$ cat src/rtl/alu_reservation_station_if.sv
// Dispatch, CDB snoop and issue signals for the ALU reservation station.
//   master : dispatch stage / CDB / ALU side (drives requests, consumes issue)
//   slave  : the reservation station
// Tag value 0 is reserved as INVALID (no producer / no broadcast).
interface alu_reservation_station_if #(
    parameter int unsigned DEPTH = 4,
    parameter int unsigned TAG_W = 5
);
    localparam int unsigned OCC_W = $clog2(DEPTH + 1);

    // control
    logic             flush;
    // dispatch
    logic             disp_valid;
    logic             disp_ready;
    logic [3:0]       disp_alu_fun;
    logic [TAG_W-1:0] disp_rd_tag;
    logic [31:0]      disp_v1;
    logic [31:0]      disp_v2;
    logic             disp_v1_valid;
    logic             disp_v2_valid;
    logic [TAG_W-1:0] disp_q1;
    logic [TAG_W-1:0] disp_q2;
    // common data bus
    logic [31:0]      cdb_val;
    logic [TAG_W-1:0] cdb_tag;
    // issue to ALU
    logic             fu_done;
    logic [31:0]      v1;
    logic [31:0]      v2;
    logic             v1_valid;
    logic             v2_valid;
    logic [3:0]       alu_fun;
    logic [TAG_W-1:0] rd_tag;
    logic [OCC_W-1:0] occupancy;

    modport master (
        output flush, disp_valid, disp_alu_fun, disp_rd_tag,
               disp_v1, disp_v2, disp_v1_valid, disp_v2_valid, disp_q1, disp_q2,
               cdb_val, cdb_tag, fu_done,
        input  disp_ready, v1, v2, v1_valid, v2_valid, alu_fun, rd_tag, occupancy
    );

    modport slave (
        input  flush, disp_valid, disp_alu_fun, disp_rd_tag,
               disp_v1, disp_v2, disp_v1_valid, disp_v2_valid, disp_q1, disp_q2,
               cdb_val, cdb_tag, fu_done,
        output disp_ready, v1, v2, v1_valid, v2_valid, alu_fun, rd_tag, occupancy
    );
endinterface

$ cat src/rtl/alu_reservation_station.sv
// ALU reservation station: buffers dispatched instructions, captures missing
// operands from CDB broadcasts and issues the lowest-index ready entry.
// Ports:
//   clk   : clock, rising edge
//   rst_n : asynchronous active-low reset
//   bus   : alu_reservation_station_if.slave (dispatch, CDB, issue, occupancy)
// Issue outputs and disp_ready are combinational from registered state only.
module alu_reservation_station #(
    parameter int unsigned DEPTH = 4,
    parameter int unsigned TAG_W = 5
) (
    input  logic                      clk,
    input  logic                      rst_n,
    alu_reservation_station_if.slave  bus
);
    localparam int unsigned IDX_W = (DEPTH > 1) ? $clog2(DEPTH) : 1;
    localparam int unsigned OCC_W = $clog2(DEPTH + 1);
    localparam logic [TAG_W-1:0] TAG_INVALID = '0;

    // entry state
    logic [DEPTH-1:0] busy_q;
    logic [DEPTH-1:0] v1_rdy_q;
    logic [DEPTH-1:0] v2_rdy_q;
    logic [3:0]       fun_q [DEPTH];
    logic [TAG_W-1:0] rd_q  [DEPTH];
    logic [TAG_W-1:0] q1_q  [DEPTH];
    logic [TAG_W-1:0] q2_q  [DEPTH];
    logic [31:0]      v1_q  [DEPTH];
    logic [31:0]      v2_q  [DEPTH];
    logic [OCC_W-1:0] occ_q;

    logic             sel_vld_c;
    logic [IDX_W-1:0] sel_idx_c;
    logic [IDX_W-1:0] free_idx_c;
    logic             cdb_live_c;
    logic             disp_ready_c;
    logic             disp_fire_c;
    logic             issue_fire_c;
    logic             d1_rdy_c;
    logic             d2_rdy_c;
    logic [31:0]      d1_val_c;
    logic [31:0]      d2_val_c;

    // lowest-index eligible entry and lowest-index free entry
    always_comb begin
        sel_vld_c  = 1'b0;
        sel_idx_c  = '0;
        free_idx_c = '0;
        for (int i = int'(DEPTH) - 1; i >= 0; i--) begin
            if (busy_q[i] && v1_rdy_q[i] && v2_rdy_q[i]) begin
                sel_vld_c = 1'b1;
                sel_idx_c = IDX_W'(i);
            end
            if (!busy_q[i]) begin
                free_idx_c = IDX_W'(i);
            end
        end
    end

    // handshakes and dispatch-time CDB bypass
    always_comb begin
        cdb_live_c   = (bus.cdb_tag != TAG_INVALID);
        disp_ready_c = (occ_q < OCC_W'(DEPTH));
        disp_fire_c  = bus.disp_valid && disp_ready_c;
        issue_fire_c = sel_vld_c && bus.fu_done;
        d1_rdy_c     = bus.disp_v1_valid || (cdb_live_c && (bus.disp_q1 == bus.cdb_tag));
        d2_rdy_c     = bus.disp_v2_valid || (cdb_live_c && (bus.disp_q2 == bus.cdb_tag));
        d1_val_c     = bus.disp_v1_valid ? bus.disp_v1 : bus.cdb_val;
        d2_val_c     = bus.disp_v2_valid ? bus.disp_v2 : bus.cdb_val;
    end

    // entry array: wakeup, issue retire, dispatch write, flush
    always_ff @(posedge clk or negedge rst_n) begin
        if (!rst_n) begin
            busy_q   <= '0;
            v1_rdy_q <= '0;
            v2_rdy_q <= '0;
            occ_q    <= '0;
            for (int i = 0; i < int'(DEPTH); i++) begin
                fun_q[i] <= '0;
                rd_q[i]  <= '0;
                q1_q[i]  <= '0;
                q2_q[i]  <= '0;
                v1_q[i]  <= '0;
                v2_q[i]  <= '0;
            end
        end else if (bus.flush) begin
            busy_q <= '0;
            occ_q  <= '0;
        end else begin
            for (int i = 0; i < int'(DEPTH); i++) begin
                if (busy_q[i] && !v1_rdy_q[i] && cdb_live_c && (q1_q[i] == bus.cdb_tag)) begin
                    v1_q[i]     <= bus.cdb_val;
                    v1_rdy_q[i] <= 1'b1;
                end
                if (busy_q[i] && !v2_rdy_q[i] && cdb_live_c && (q2_q[i] == bus.cdb_tag)) begin
                    v2_q[i]     <= bus.cdb_val;
                    v2_rdy_q[i] <= 1'b1;
                end
                if (issue_fire_c && (sel_idx_c == IDX_W'(i))) begin
                    busy_q[i] <= 1'b0;
                end
                // free_idx_c points at a non-busy entry, so this never
                // collides with the wakeup or retire of the same entry
                if (disp_fire_c && (free_idx_c == IDX_W'(i))) begin
                    busy_q[i]   <= 1'b1;
                    fun_q[i]    <= bus.disp_alu_fun;
                    rd_q[i]     <= bus.disp_rd_tag;
                    q1_q[i]     <= bus.disp_q1;
                    q2_q[i]     <= bus.disp_q2;
                    v1_q[i]     <= d1_val_c;
                    v2_q[i]     <= d2_val_c;
                    v1_rdy_q[i] <= d1_rdy_c;
                    v2_rdy_q[i] <= d2_rdy_c;
                end
            end
            case ({disp_fire_c, issue_fire_c})
                2'b10:   occ_q <= occ_q + OCC_W'(1);
                2'b01:   occ_q <= occ_q - OCC_W'(1);
                default: occ_q <= occ_q;
            endcase
        end
    end

    // issue port driven from the selected entry, zeros when idle
    always_comb begin
        bus.disp_ready = disp_ready_c;
        bus.occupancy  = occ_q;
        bus.v1_valid   = sel_vld_c;
        bus.v2_valid   = sel_vld_c;
        bus.v1         = '0;
        bus.v2         = '0;
        bus.alu_fun    = '0;
        bus.rd_tag     = TAG_INVALID;
        if (sel_vld_c) begin
            bus.v1      = v1_q[sel_idx_c];
            bus.v2      = v2_q[sel_idx_c];
            bus.alu_fun = fun_q[sel_idx_c];
            bus.rd_tag  = rd_q[sel_idx_c];
        end
    end
endmodule

$ cat src/flat_wrapper.sv
// flat-port wrapper written by rule: the top's interface ports become plain ports
module alu_reservation_station_flat 
#(
    parameter int unsigned DEPTH = 4,
    parameter int unsigned TAG_W = 5
)
  (clk, rst_n, bus_flush, bus_disp_valid, bus_disp_alu_fun, bus_disp_rd_tag, bus_disp_v1, bus_disp_v2, bus_disp_v1_valid, bus_disp_v2_valid, bus_disp_q1, bus_disp_q2, bus_cdb_val, bus_cdb_tag, bus_fu_done, bus_disp_ready, bus_v1, bus_v2, bus_v1_valid, bus_v2_valid, bus_alu_fun, bus_rd_tag, bus_occupancy);
  alu_reservation_station_if #(.DEPTH(DEPTH), .TAG_W(TAG_W)) bus_i ();
  input  logic clk;
  input  logic rst_n;
  input wire logic [$bits(bus_i.flush)-1:0] bus_flush;
  input wire logic [$bits(bus_i.disp_valid)-1:0] bus_disp_valid;
  input wire logic [$bits(bus_i.disp_alu_fun)-1:0] bus_disp_alu_fun;
  input wire logic [$bits(bus_i.disp_rd_tag)-1:0] bus_disp_rd_tag;
  input wire logic [$bits(bus_i.disp_v1)-1:0] bus_disp_v1;
  input wire logic [$bits(bus_i.disp_v2)-1:0] bus_disp_v2;
  input wire logic [$bits(bus_i.disp_v1_valid)-1:0] bus_disp_v1_valid;
  input wire logic [$bits(bus_i.disp_v2_valid)-1:0] bus_disp_v2_valid;
  input wire logic [$bits(bus_i.disp_q1)-1:0] bus_disp_q1;
  input wire logic [$bits(bus_i.disp_q2)-1:0] bus_disp_q2;
  input wire logic [$bits(bus_i.cdb_val)-1:0] bus_cdb_val;
  input wire logic [$bits(bus_i.cdb_tag)-1:0] bus_cdb_tag;
  input wire logic [$bits(bus_i.fu_done)-1:0] bus_fu_done;
  output wire logic [$bits(bus_i.disp_ready)-1:0] bus_disp_ready;
  output wire logic [$bits(bus_i.v1)-1:0] bus_v1;
  output wire logic [$bits(bus_i.v2)-1:0] bus_v2;
  output wire logic [$bits(bus_i.v1_valid)-1:0] bus_v1_valid;
  output wire logic [$bits(bus_i.v2_valid)-1:0] bus_v2_valid;
  output wire logic [$bits(bus_i.alu_fun)-1:0] bus_alu_fun;
  output wire logic [$bits(bus_i.rd_tag)-1:0] bus_rd_tag;
  output wire logic [$bits(bus_i.occupancy)-1:0] bus_occupancy;
  assign bus_i.flush = bus_flush;
  assign bus_i.disp_valid = bus_disp_valid;
  assign bus_i.disp_alu_fun = bus_disp_alu_fun;
  assign bus_i.disp_rd_tag = bus_disp_rd_tag;
  assign bus_i.disp_v1 = bus_disp_v1;
  assign bus_i.disp_v2 = bus_disp_v2;
  assign bus_i.disp_v1_valid = bus_disp_v1_valid;
  assign bus_i.disp_v2_valid = bus_disp_v2_valid;
  assign bus_i.disp_q1 = bus_disp_q1;
  assign bus_i.disp_q2 = bus_disp_q2;
  assign bus_i.cdb_val = bus_cdb_val;
  assign bus_i.cdb_tag = bus_cdb_tag;
  assign bus_i.fu_done = bus_fu_done;
  assign bus_disp_ready = bus_i.disp_ready;
  assign bus_v1 = bus_i.v1;
  assign bus_v2 = bus_i.v2;
  assign bus_v1_valid = bus_i.v1_valid;
  assign bus_v2_valid = bus_i.v2_valid;
  assign bus_alu_fun = bus_i.alu_fun;
  assign bus_rd_tag = bus_i.rd_tag;
  assign bus_occupancy = bus_i.occupancy;
  alu_reservation_station #(.DEPTH(DEPTH), .TAG_W(TAG_W)) u_core (.clk(clk), .rst_n(rst_n), .bus(bus_i));
endmodule
$ cat config.mk
export PLATFORM = sky130hd
export DESIGN_NAME = alu_reservation_station_flat
export DESIGN_NICKNAME = d
export VERILOG_FILES = /design/src/rtl/alu_reservation_station_if.sv /design/src/rtl/alu_reservation_station.sv /design/src/flat_wrapper.sv
export SDC_FILE = /design/constraint.sdc
export NUM_CORES = 1
export LEC_CHECK = 0
export CAP_MARGIN = 5
export CORE_MARGIN = 2
export CORE_UTILIZATION = 40
export CTS_CLUSTER_SIZE = 20
export DETAILED_ROUTE_END_ITERATION = 8
export PLACE_DENSITY = 0.68
export SLEW_MARGIN = 10
export SYNTH_ARGS = -nofsm -noshare
export SYNTH_HDL_FRONTEND = slang
export SYNTH_SLANG_ARGS = --single-unit
$ cat constraint.sdc
create_clock -name clk -period 2.5 [get_ports clk]
set_input_delay 0.375 -clock clk [delete_from_list [all_inputs] [get_ports clk]]
set_output_delay 0.375 -clock clk [all_outputs]
set_load 0.02 [all_outputs]
==> impl_metrics.csv, run 1 <==
group,metric,value,unit
critical_path,r2r_end,"u_core.bus.occupancy[2]$_DFFE_PN0P_",
critical_path,slowest_stage,"dfrtp_1",
route,drt_iter0_drc,1027,
place,dpl-instance-area,0.02391,mm²
logic_synthesis,ys.flop_type,"dfrtp_1",
die,die-area,0.05183,mm²
route,viasPerCell,5.730,
clock_tree,clk_latency,0.55,ns
route,final_antenna_net_count,0,
die,fp.dieH,227.7,µm
power,p_per_area,709.6,mW/mm²
critical_path,setup.worst_path.start_class,"register",
clock_tree,clk_pin_slew_worst_paths,0.06,ns
place,io_buffers,205,
critical_path,worst-setup-path-type,"reg -> out",
critical_path,crit_buf_inv,4,
place,dp.cells,2502,
route,wl_per_cell,24.87,µm
logic_synthesis,synth_cells,1665,
layout,area_growth,33.39,%
logic_synthesis,synth_area,0.02001,mm²
critical_path,crit_top_cell,"buf_12",
timing,finalWorstPathRequiredPeriod,2.575,ns
timing,rsz0062_at_grt,"true",
clock_tree,clock-sinks,347,
global_route,grt_usage,0.2493,
critical_path,critical_path.cell_chain,"and3_4 > nor2_4 > buf_12 > buf_12 > buf_16 > a221oi_4 > o21ai_2 > buf_6",
clock_tree,cts_tree,"yes",
critical_path,path_delay_family,"buffers and inverters",
logic_synthesis,synthesis.nets,1793,
place,routabilityCongestion,0.8202,
route,drc,0,
route,dr.pass1.iters,7,
power,power.leakage,11.15,nW
layout,layout.cells.non_filler,2583,
timing,tns,-1.028,ns
critical_path,worstPathMaxFanout,5,
logic_synthesis,ys_types,48,
global_route,grt_pass1_wl,98020,µm
critical_path,slowest_delay,0.39,ns
logic_synthesis,ys_seq_area_frac,0.4340,
die,core-area,0.04915,mm²
critical_path,worst_setup_path_end_kind,"primary output",
logic_synthesis,ys_warn_count,0,
timing,final_max_slew_viol_count,0,
layout,layout_common_cells,"mux2_2, dfrtp_1, nand2_1",
clock_tree,htree_levels,2,
layout,mostFrequentLayoutCell,"mux2_2",
route,drt_wl_total,64240,µm
logic_synthesis,ys_ff_latch,347,
clock_tree,cts_root_buf,"clkbuf_16",
global_route,grt_start_max_net_pins,69,
layout,nets,2018,
clock_tree,cts_buffer_depth,3,
logic_synthesis,synth_edf_count,0,
outcome,violations,"setup timing",
timing,maxSlewHeadroom,0.6383,
global_route,antenna_found_initial,2,
die,die_x,227.7,µm
critical_path,worstPathRequired,2.12,ns
timing,setup_slack,-0.07490,ns
clock_tree,numCtsBuffers,40,
layout,drive_gt1_frac,0.5386,
route,dr_total_vias,14800,
critical_path,reg2reg_slack,0.16,ns
timing,max_freq,0.3884,GHz
logic_synthesis,avgSynthCellArea,12.02,µm²
timing,setup_viol,32,
place,place_hpwl,38930,µm
timing,worst_slew_pin_slew,0.5408,ns
global_route,grt_pass1_vias,15820,
critical_path,r2r_cells,7,
die,initial_utilization,0.4071,
run,cap_violations,0,
critical_path,reg2reg_from,"u_core.busy_q[1]$_DFFE_PN0P_",
hold_path,hold_path_class,"in -> async",
logic_synthesis,ys_async_sr_fraction,1.000,
timing,post-route-period-util,1.030,
power,max-vdd-ir-drop,0.4821,mV
timing,clock_skew,0.01499,ns
die,std_cell_rows,81,
die,ios,206,
outcome,outcome,"finished with violations",
critical_path,crit_arrival,2.20,ns
layout,postLayoutCoreUtil,0.5430,
global_route,grt_overflow,0,
layout,fin_area,0.02669,mm²
timing,finalHoldViolCount,0,
-- stage by stage --
step                power, mW  worst slack [ns]  hold WS, ns
finish                  18.94          -0.07490       0.3478
global route            19.78           -0.1613       0.3584
CTS                     18.90           -0.1072       0.3372
detailed placement      12.66           -0.2078       0.3236
global placement        12.43           -0.1930       0.3218
floorplan               10.64           0.05784      0.07941
-- logic make-up (layout without fill, tap and decap cells) --
family,after synthesis,count (layout),synth area share
other,0,1,0
adders and majority gates,1,1,0.001001
muxes,625,625,0.3734
buffers and inverters,171,424,0.03958
DFF,347,347,0.4340
and+or+nand+nor,222,222,0.04821
xor gates and xnor gates,51,51,0.02301
AOI/OAI and AO/OA,248,248,0.08079
-- metal layers --
metal	global-route usage	part of all wire
met4	0.07590	0.024
met3	0.03741	0.051
met5	0	0
met1	0.3382	0.44
met2	0.4124	0.48
-- layout make-up --
type                    instances  area [µm²]
multi-input cells            1147       11690
diodes                          1       2.502
inverters                       3       11.26
fillers                      4037       22460
clock buffers                  58        1140
clock inverters                12       195.2
well taps                     664       830.8
flip-flops and latches        347        8683
repair buffers                351        4143
-- worst reg2reg max path, stage by stage (launching register included) --
cell     delay, ns
dfrtp_1       0.44
nand3_4       0.15
buf_12        0.21
a41o_1        0.27
nor2_1        0.08
fa_1          0.40
or4_1         0.52
a31oi_1       0.17
-- synthesized netlist by cell type, types with 3 or more instances --
master	number	area share
buf_6	12	0.0068
nand2_1	163	0.031
dfrtp_1	347	0.43
inv_1	3	0.00056
mux2_4	116	0.087
nor2_1	14	0.0026
nor4_1	4	0.0013
xor2_1	27	0.012
buf_4	5	0.0019
nor4b_1	4	0.0018
nand4_1	6	0.0019
a2bb2oi_1	8	0.0035
xnor2_1	23	0.010
nand3_1	9	0.0023
mux2_2	508	0.29
a221oi_1	73	0.032
a31o_1	4	0.0018
buf_2	33	0.0083
clkbuf_1	91	0.017
buf_1	27	0.0051
a21oi_1	5	0.0013
nand2b_1	3	0.00094
o21ai_0	146	0.037
and3_1	3	0.00094
nor3_1	4	0.0010
-- worst max-delay path by stage --
stage / start / to / slack, ns / cells past startpoint
2_1_floorplan: u_core.busy_q[2]$_DFFE_PN0P_ / bus_alu_fun[0] / 0.06 / 7
3_3_place_gp: bus_cdb_tag[0] / u_core.v2_q[20]$_DFFE_PN0P_ / -0.19 / 6
3_5_place_dp: bus_cdb_tag[0] / u_core.v1_q[120]$_DFFE_PN0P_ / -0.21 / 6
4_1_cts: u_core.v2_rdy_q[2]$_DFFE_PN0P_ / bus_v2[17] / -0.11 / 7
5_1_grt: u_core.busy_q[2]$_DFFE_PN0P_ / bus_v1[9] / -0.16 / 7
6_report: u_core.busy_q[2]$_DFFE_PN0P_ / bus_v1[14] / -0.07 / 8
-- repair_timing --
action                     CTS  global route
setup endpoints to repair   74            73
gates resized for setup    611            67
cloned                      13             2
hold buffers                 1             0
setup buffers               11             6
pin swaps                   85            53
hold endpoints to repair    37             0
-- power breakdown --
part / leakage (nW) / total, mW / switching (mW) / internal, mW
clock: 0.656 / 6.06 / 2.38 / 3.68
combinational: 6.06 / 4.97 / 2.25 / 2.72
sequential: 4.44 / 7.91 / 0.917 / 6.99
total: 11.2 / 18.9 / 5.54 / 13.4
-- flip-flops by register name, summed over array words and instances (netlist names), 16 cells and up --
name	count
u_core.q1_q	20
u_core.rd_q	20
u_core.v2_q	128
u_core.fun_q	16
u_core.v1_q	128
u_core.q2_q	20
Power figures use the tool's default switching activity.
==> inputs of run 2 (changes only) <==
--- a/config.mk
+++ b/config.mk
@@ -15,3 +15,4 @@
 export SYNTH_ARGS = -nofsm -noshare
 export SYNTH_HDL_FRONTEND = slang
 export SYNTH_SLANG_ARGS = --single-unit
+export TNS_END_PERCENT = 30
==> impl_metrics.csv, run 2 (synthesis gave the netlist of run 1 again) <==
group,metric,value,unit
timing,setup_viol,48,
layout,fill_cells,4046,
run,cap_violations,0,
timing,finalHoldViolCount,0,
layout,reg_top3,"u_core.v1_q x128, u_core.v2_q x128",
critical_path,critical_path.cell_chain,"and3_4 > buf_8 > buf_16 > buf_12 > buf_6 > a221oi_4 > o21ai_2 > buf_6",
outcome,violations,"setup timing",
die,initial_utilization,0.4071,
die,core-area,0.04915,mm²
global_route,grt_usage,0.2477,
clock_tree,clk_latency,0.55,ns
layout,nets,2033,
power,p_per_area,710.2,mW/mm²
critical_path,setup.worst_path.start_class,"register",
die,fp.dieH,227.7,µm
clock_tree,cts_tree,"yes",
clock_tree,numCtsBuffers,40,
global_route,grt_overflow,0,
timing,finalWorstPathRequiredPeriod,2.608,ns
critical_path,slowest_stage,"dfrtp_1",
layout,area_growth,33.04,%
critical_path,crit_arrival,2.23,ns
power,max-vdd-ir-drop,0.4818,mV
power,power.leakage,11.21,nW
clock_tree,htree_levels,2,
route,drt_iter0_drc,1162,
global_route,grt_util_met1,0.3382,
timing,clock_skew,0.01662,ns
die,ios,206,
die,die-area,0.05183,mm²
timing,post-route-period-util,1.043,
timing,worst_slew_pin_slew,0.5197,ns
clock_tree,clock-sinks,347,
die,std_cell_rows,81,
global_route,busiest_layer,"met2",
layout,mostFrequentLayoutCell,"mux2_2",
place,dp.cells,2502,
layout,layout.cells.non_filler,2599,
critical_path,crit_top_cell,"buf_6",
timing,maxSlewHeadroom,0.6525,
hold_path,hold_path_class,"in -> async",
critical_path,crit_buf_inv,5,
route,drt_wl_total,64080,µm
critical_path,worstPathRequired,2.12,ns
place,routabilityCongestion,0.8202,
global_route,met3_usage,0.03715,
place,io_buffers,205,
layout,drive_gt1_frac,0.5396,
clock_tree,cts_root_buf,"clkbuf_16",
timing,final_max_slew_viol_count,0,
global_route,antenna_found_initial,2,
route,viasPerCell,5.696,
global_route,grt_start_max_net_pins,69,
place,place_hpwl,38930,µm
layout,layout_common_cells,"mux2_2, dfrtp_1, nand2_1",
layout,regArea,0.008683,mm²
timing,setup_slack,-0.1085,ns
clock_tree,cts_buffer_depth,3,
power,power,18.91,mW
timing,max_freq,0.3834,GHz
critical_path,path_delay_family,"buffers and inverters",
layout,multi_input_area,0.01162,mm²
critical_path,slowest_delay,0.38,ns
die,die_x,227.7,µm
route,wl_per_cell,24.66,µm
global_route,grtUsageMet2,0.4101,
route,drc,0,
critical_path,worstPathMaxFanout,8,
route,final_antenna_net_count,0,
critical_path,worst_setup_path_end_kind,"primary output",
global_route,grt_pass1_vias,15790,
outcome,outcome,"finished with violations",
global_route,grt_pass1_wl,97510,µm
critical_path,reg2reg_slack,0.15,ns
place,dp_worst_setup_slack,-0.2078,ns
clock_tree,clk_pin_slew_worst_paths,0.06,ns
critical_path,worst-setup-path-type,"reg -> out",
route,dr.pass1.iters,4,
timing,rsz0062_at_grt,"true",
route,dr_total_vias,14800,
[run 2: changes by cell type in the layout (fill, tap and decap cells not counted), sizes merged]
cell / before / now
bufbuf: 0 / 1
diode: 1 / 2
buf: 219 / 233
[run 2: repair_timing]
action	4_1_cts	5_1_grt
pin swaps	66	40
hold endpoints to repair	37	0
hold buffers	1	0
endpoints found under the setup margin	74	73
resized for setup	570	70
cloned	11	2
buffers inserted	10	16
[run 2: worst paths after layout]
check | from | to | cells past startpoint
min | rst_n | u_core.fun_q[2]$_DFFE_PN0P_ | 2
max in group asynchronous | rst_n | u_core.v2_q[102]$_DFFE_PN0P_ | 3
max | u_core.busy_q[2]$_DFFE_PN0P_ | bus_v2[24] | 8
max reg2reg | u_core.busy_q[1]$_DFFE_PN0P_ | u_core.bus.occupancy[2]$_DFFE_PN0P_ | 7
min reg2reg | u_core.rd_q[11]$_DFFE_PN0P_ | u_core.rd_q[11]$_DFFE_PN0P_ | 2
min in group clk | bus_disp_alu_fun[2] | u_core.fun_q[10]$_DFFE_PN0P_ | 3
[run 2: layer usage]
layer	routed length, µm	up-vias	share of wire
met4	1494	0	0.023
met5	0	-	0
met3	3168	91	0.049
met1	28560	7693	0.45
li1	-	6556	-
met2	30850	463	0.48
[run 2: report_power, final]
group	internal, mW	switching [mW]	total (mW)
logic	2.70	2.24	4.94
registers	6.99	0.907	7.90
clock network	3.68	2.38	6.07
total	13.4	5.53	18.9
[run 2: layout make-up]
class / instances / share of cell area
Antenna cell: 2 / 0.0001880
Clock buffer: 58 / 0.04282
Clock inverter: 12 / 0.007333
Inverter: 3 / 0.0004230
Multi-Input combinational cell: 1147 / 0.4365
Sequential cell: 347 / 0.3262
Tap cell: 664 / 0.03121
Timing Repair Buffer: 366 / 0.1553
[run 2: stage by stage]
| stage | util | hold slack, ns | instance area, µm² | setup TNS, ns |
|---|---|---|---|---|
| 2_1_floorplan | - | 0.07941 | 20010 | 0 |
| 4_1_cts | 0.5312 | 0.3372 | 26110 | -2.902 |
| 6_report | 0.5416 | 0.3513 | 26620 | -2.176 |
| 5_1_grt | 0.5415 | 0.3596 | 26620 | -7.069 |
| 3_5_place_dp | 0.4864 | 0.3236 | 23910 | -38.74 |
| 3_3_place_gp | 0.4864 | 0.3218 | 23910 | -37.54 |
==> inputs of run 3 (changes only) <==
--- a/config.mk
+++ b/config.mk
@@ -10,7 +10,7 @@
 export CORE_UTILIZATION = 40
 export CTS_CLUSTER_SIZE = 20
 export DETAILED_ROUTE_END_ITERATION = 8
-export PLACE_DENSITY = 0.68
+export PLACE_DENSITY = 0.7
 export SLEW_MARGIN = 10
 export SYNTH_ARGS = -nofsm -noshare
 export SYNTH_HDL_FRONTEND = slang
==> constraint.sdc (replaced) <==
create_clock -name clk -period 2.1 [get_ports clk]
set_input_delay 0.315 -clock clk [delete_from_list [all_inputs] [get_ports clk]]
set_output_delay 0.315 -clock clk [all_outputs]
set_load 0.02 [all_outputs]
==> impl_metrics.csv, run 3 (synthesis gave the netlist of run 1 again) <==
group,metric,value,unit
timing,fin_hold_ws,0.2431,ns
global_route,grt_usage,0.2525,
critical_path,slowest_stage,"dfrtp_1",
die,core-area,0.04915,mm²
clock_tree,clk_latency,0.57,ns
clock_tree,htree_levels,2,
timing,setup_viol,356,
die,initial_utilization,0.4071,
route,viasPerCell,5.810,
timing,setup_slack,-0.4278,ns
route,drt_iter0_drc,1073,
critical_path,worst_setup_path_end_kind,"primary output",
timing,rsz0062_at_grt,"true",
die,die_x,227.7,µm
route,dr_total_vias,15470,
layout,drive_gt1_frac,0.5791,
power,power.leakage,12.04,nW
die,die-area,0.05183,mm²
power,max-vdd-ir-drop,0.5689,mV
critical_path,worst-setup-path-type,"reg -> out",
layout,layout_common_cells,"mux2_2, dfrtp_1, mux2_4",
place,dpl-instance-area,0.02443,mm²
clock_tree,clock-sinks,347,
global_route,grt_overflow,0,
critical_path,path_delay_family,"buffers and inverters",
critical_path,critical_path.cell_chain,"buf_6 > nand3_4 > buf_12 > buf_12 > o21ai_0 > o21ai_2 > buf_6",
outcome,outcome,"finished with violations",
global_route,grt_pass1_vias,16130,
critical_path,setup.worst_path.start_class,"register",
run,cap_violations,0,
layout,antenna_cells,0,
critical_path,crit_buf_inv,4,
die,fp.dieH,227.7,µm
route,drt_wl_total,68550,µm
place,routabilityCongestion,0.8304,
timing,max_freq,0.3956,GHz
critical_path,slowest_delay,0.42,ns
clock_tree,cts_tree,"yes",
clock_tree,cts_buffer_depth,3,
timing,finalHoldViolCount,0,
layout,postLayoutCoreUtil,0.5789,
timing,final_max_slew_viol_count,0,
route,drc,0,
route,wl_per_cell,25.75,µm
critical_path,worstPathMaxFanout,18,
critical_path,worstPathRequired,1.78,ns
global_route,grt_pass1_wl,99360,µm
layout,area_growth,42.21,%
timing,tns,-71.85,ns
hold_path,hold_path_class,"in -> async",
timing,post-route-period-util,1.204,
die,ios,206,
route,final_antenna_net_count,0,
critical_path,crit_arrival,2.21,ns
layout,fin_area,0.02845,mm²
timing,worst_slew_pin_slew,0.7074,ns
global_route,antenna_found_initial,0,
layout,reg_top3,"u_core.v1_q x128, u_core.v2_q x128",
timing,finalWorstPathRequiredPeriod,2.528,ns
route,dr.pass1.iters,5,
clock_tree,clk_pin_slew_worst_paths,0.06,ns
layout,nets,2097,
clock_tree,cts_root_buf,"clkbuf_16",
layout,mostFrequentLayoutCell,"mux2_2",
die,std_cell_rows,81,
outcome,violations,"setup timing",
timing,maxSlewHeadroom,0.5284,
power,p_per_area,810.4,mW/mm²
clock_tree,numCtsBuffers,39,
global_route,grt_start_max_net_pins,60,
timing,clock_skew,0.02890,ns
place,io_buffers,205,
place,place_hpwl,39840,µm
-- run 3: changes by cell type in the layout (fill, tap and decap cells not counted), moves of 3 or more --
cell,delta
o21ai_1,-14
buf_12,+5
o21ai_0,-26
a221oi_2,-21
mux2_4,+134
mux2_2,-134
a221oi_4,+22
clkbuf_16,+4
o21ai_2,+39
buf_2,-7
clkbuf_8,+3
buf_6,+44
buf_4,+13
-- run 3: where the power goes --
group          total, mW  internal [mW]  leakage (nW)  switching, mW
clock               7.02           4.10         0.625           2.92
combinational       6.60           3.68          6.97           2.92
sequential          9.44           8.32          4.44           1.12
total               23.1           16.1          12.0           6.96
-- run 3: timing repair --
action,CTS,global route
resized for setup,570,217
endpoints found under the hold margin,32,0
buffers inserted,23,12
setup endpoints to repair,302,360
hold buffers,1,0
pin swaps,57,44
gates cloned,12,8
-- run 3: cell type report --
cell class                 count  area, µm²
multi-input combinational   1147      12580
clock buffer                  60       1135
timing repair buffer         431       5077
clock inverter                10      136.4
tap                          664      830.8
inverter                       3      11.26
sequential                   347       8683
fill                        3727      20700
-- run 3: final timing paths --
| path | start | endpoint | slack (ns) | depth (start not counted) |
|---|---|---|---|---|
| min | rst_n | u_core.rd_q[1]$_DFFE_PN0P_ | 0.24 | 2 |
| max reg2reg | u_core.busy_q[1]$_DFFE_PN0P_ | u_core.v2_q[16]$_DFFE_PN0P_ | -0.38 | 11 |
| max | u_core.busy_q[1]$_DFFE_PN0P_ | bus_v1[5] | -0.43 | 7 |
| min reg2reg | u_core.rd_q[13]$_DFFE_PN0P_ | u_core.rd_q[13]$_DFFE_PN0P_ | 0.48 | 2 |
| max in group asynchronous | rst_n | u_core.v1_q[126]$_DFFE_PN0P_ | 1.05 | 3 |
| min in group clk | bus_disp_alu_fun[2] | u_core.fun_q[10]$_DFFE_PN0P_ | 0.37 | 3 |
-- run 3: per-stage QoR --
step	instances	total power [mW]	setup WS [ns]
CTS	2643	22.66	-0.4299
finish	2662	23.06	-0.4278
detailed placement	2538	15.25	-0.5980
global route	2662	23.97	-0.4730
global placement	2538	14.99	-0.5743
floorplan	1665	12.87	-0.1041
-- run 3: layer usage --
metal | track usage | share of wire | vias to the layer above
met4 | 0.08328 | 0.031 | 0
met3 | 0.04255 | 0.058 | 131
met2 | 0.4190 | 0.48 | 576
met1 | 0.3360 | 0.43 | 8082
met5 | 0 | 0 | -
li1 | - | - | 6677
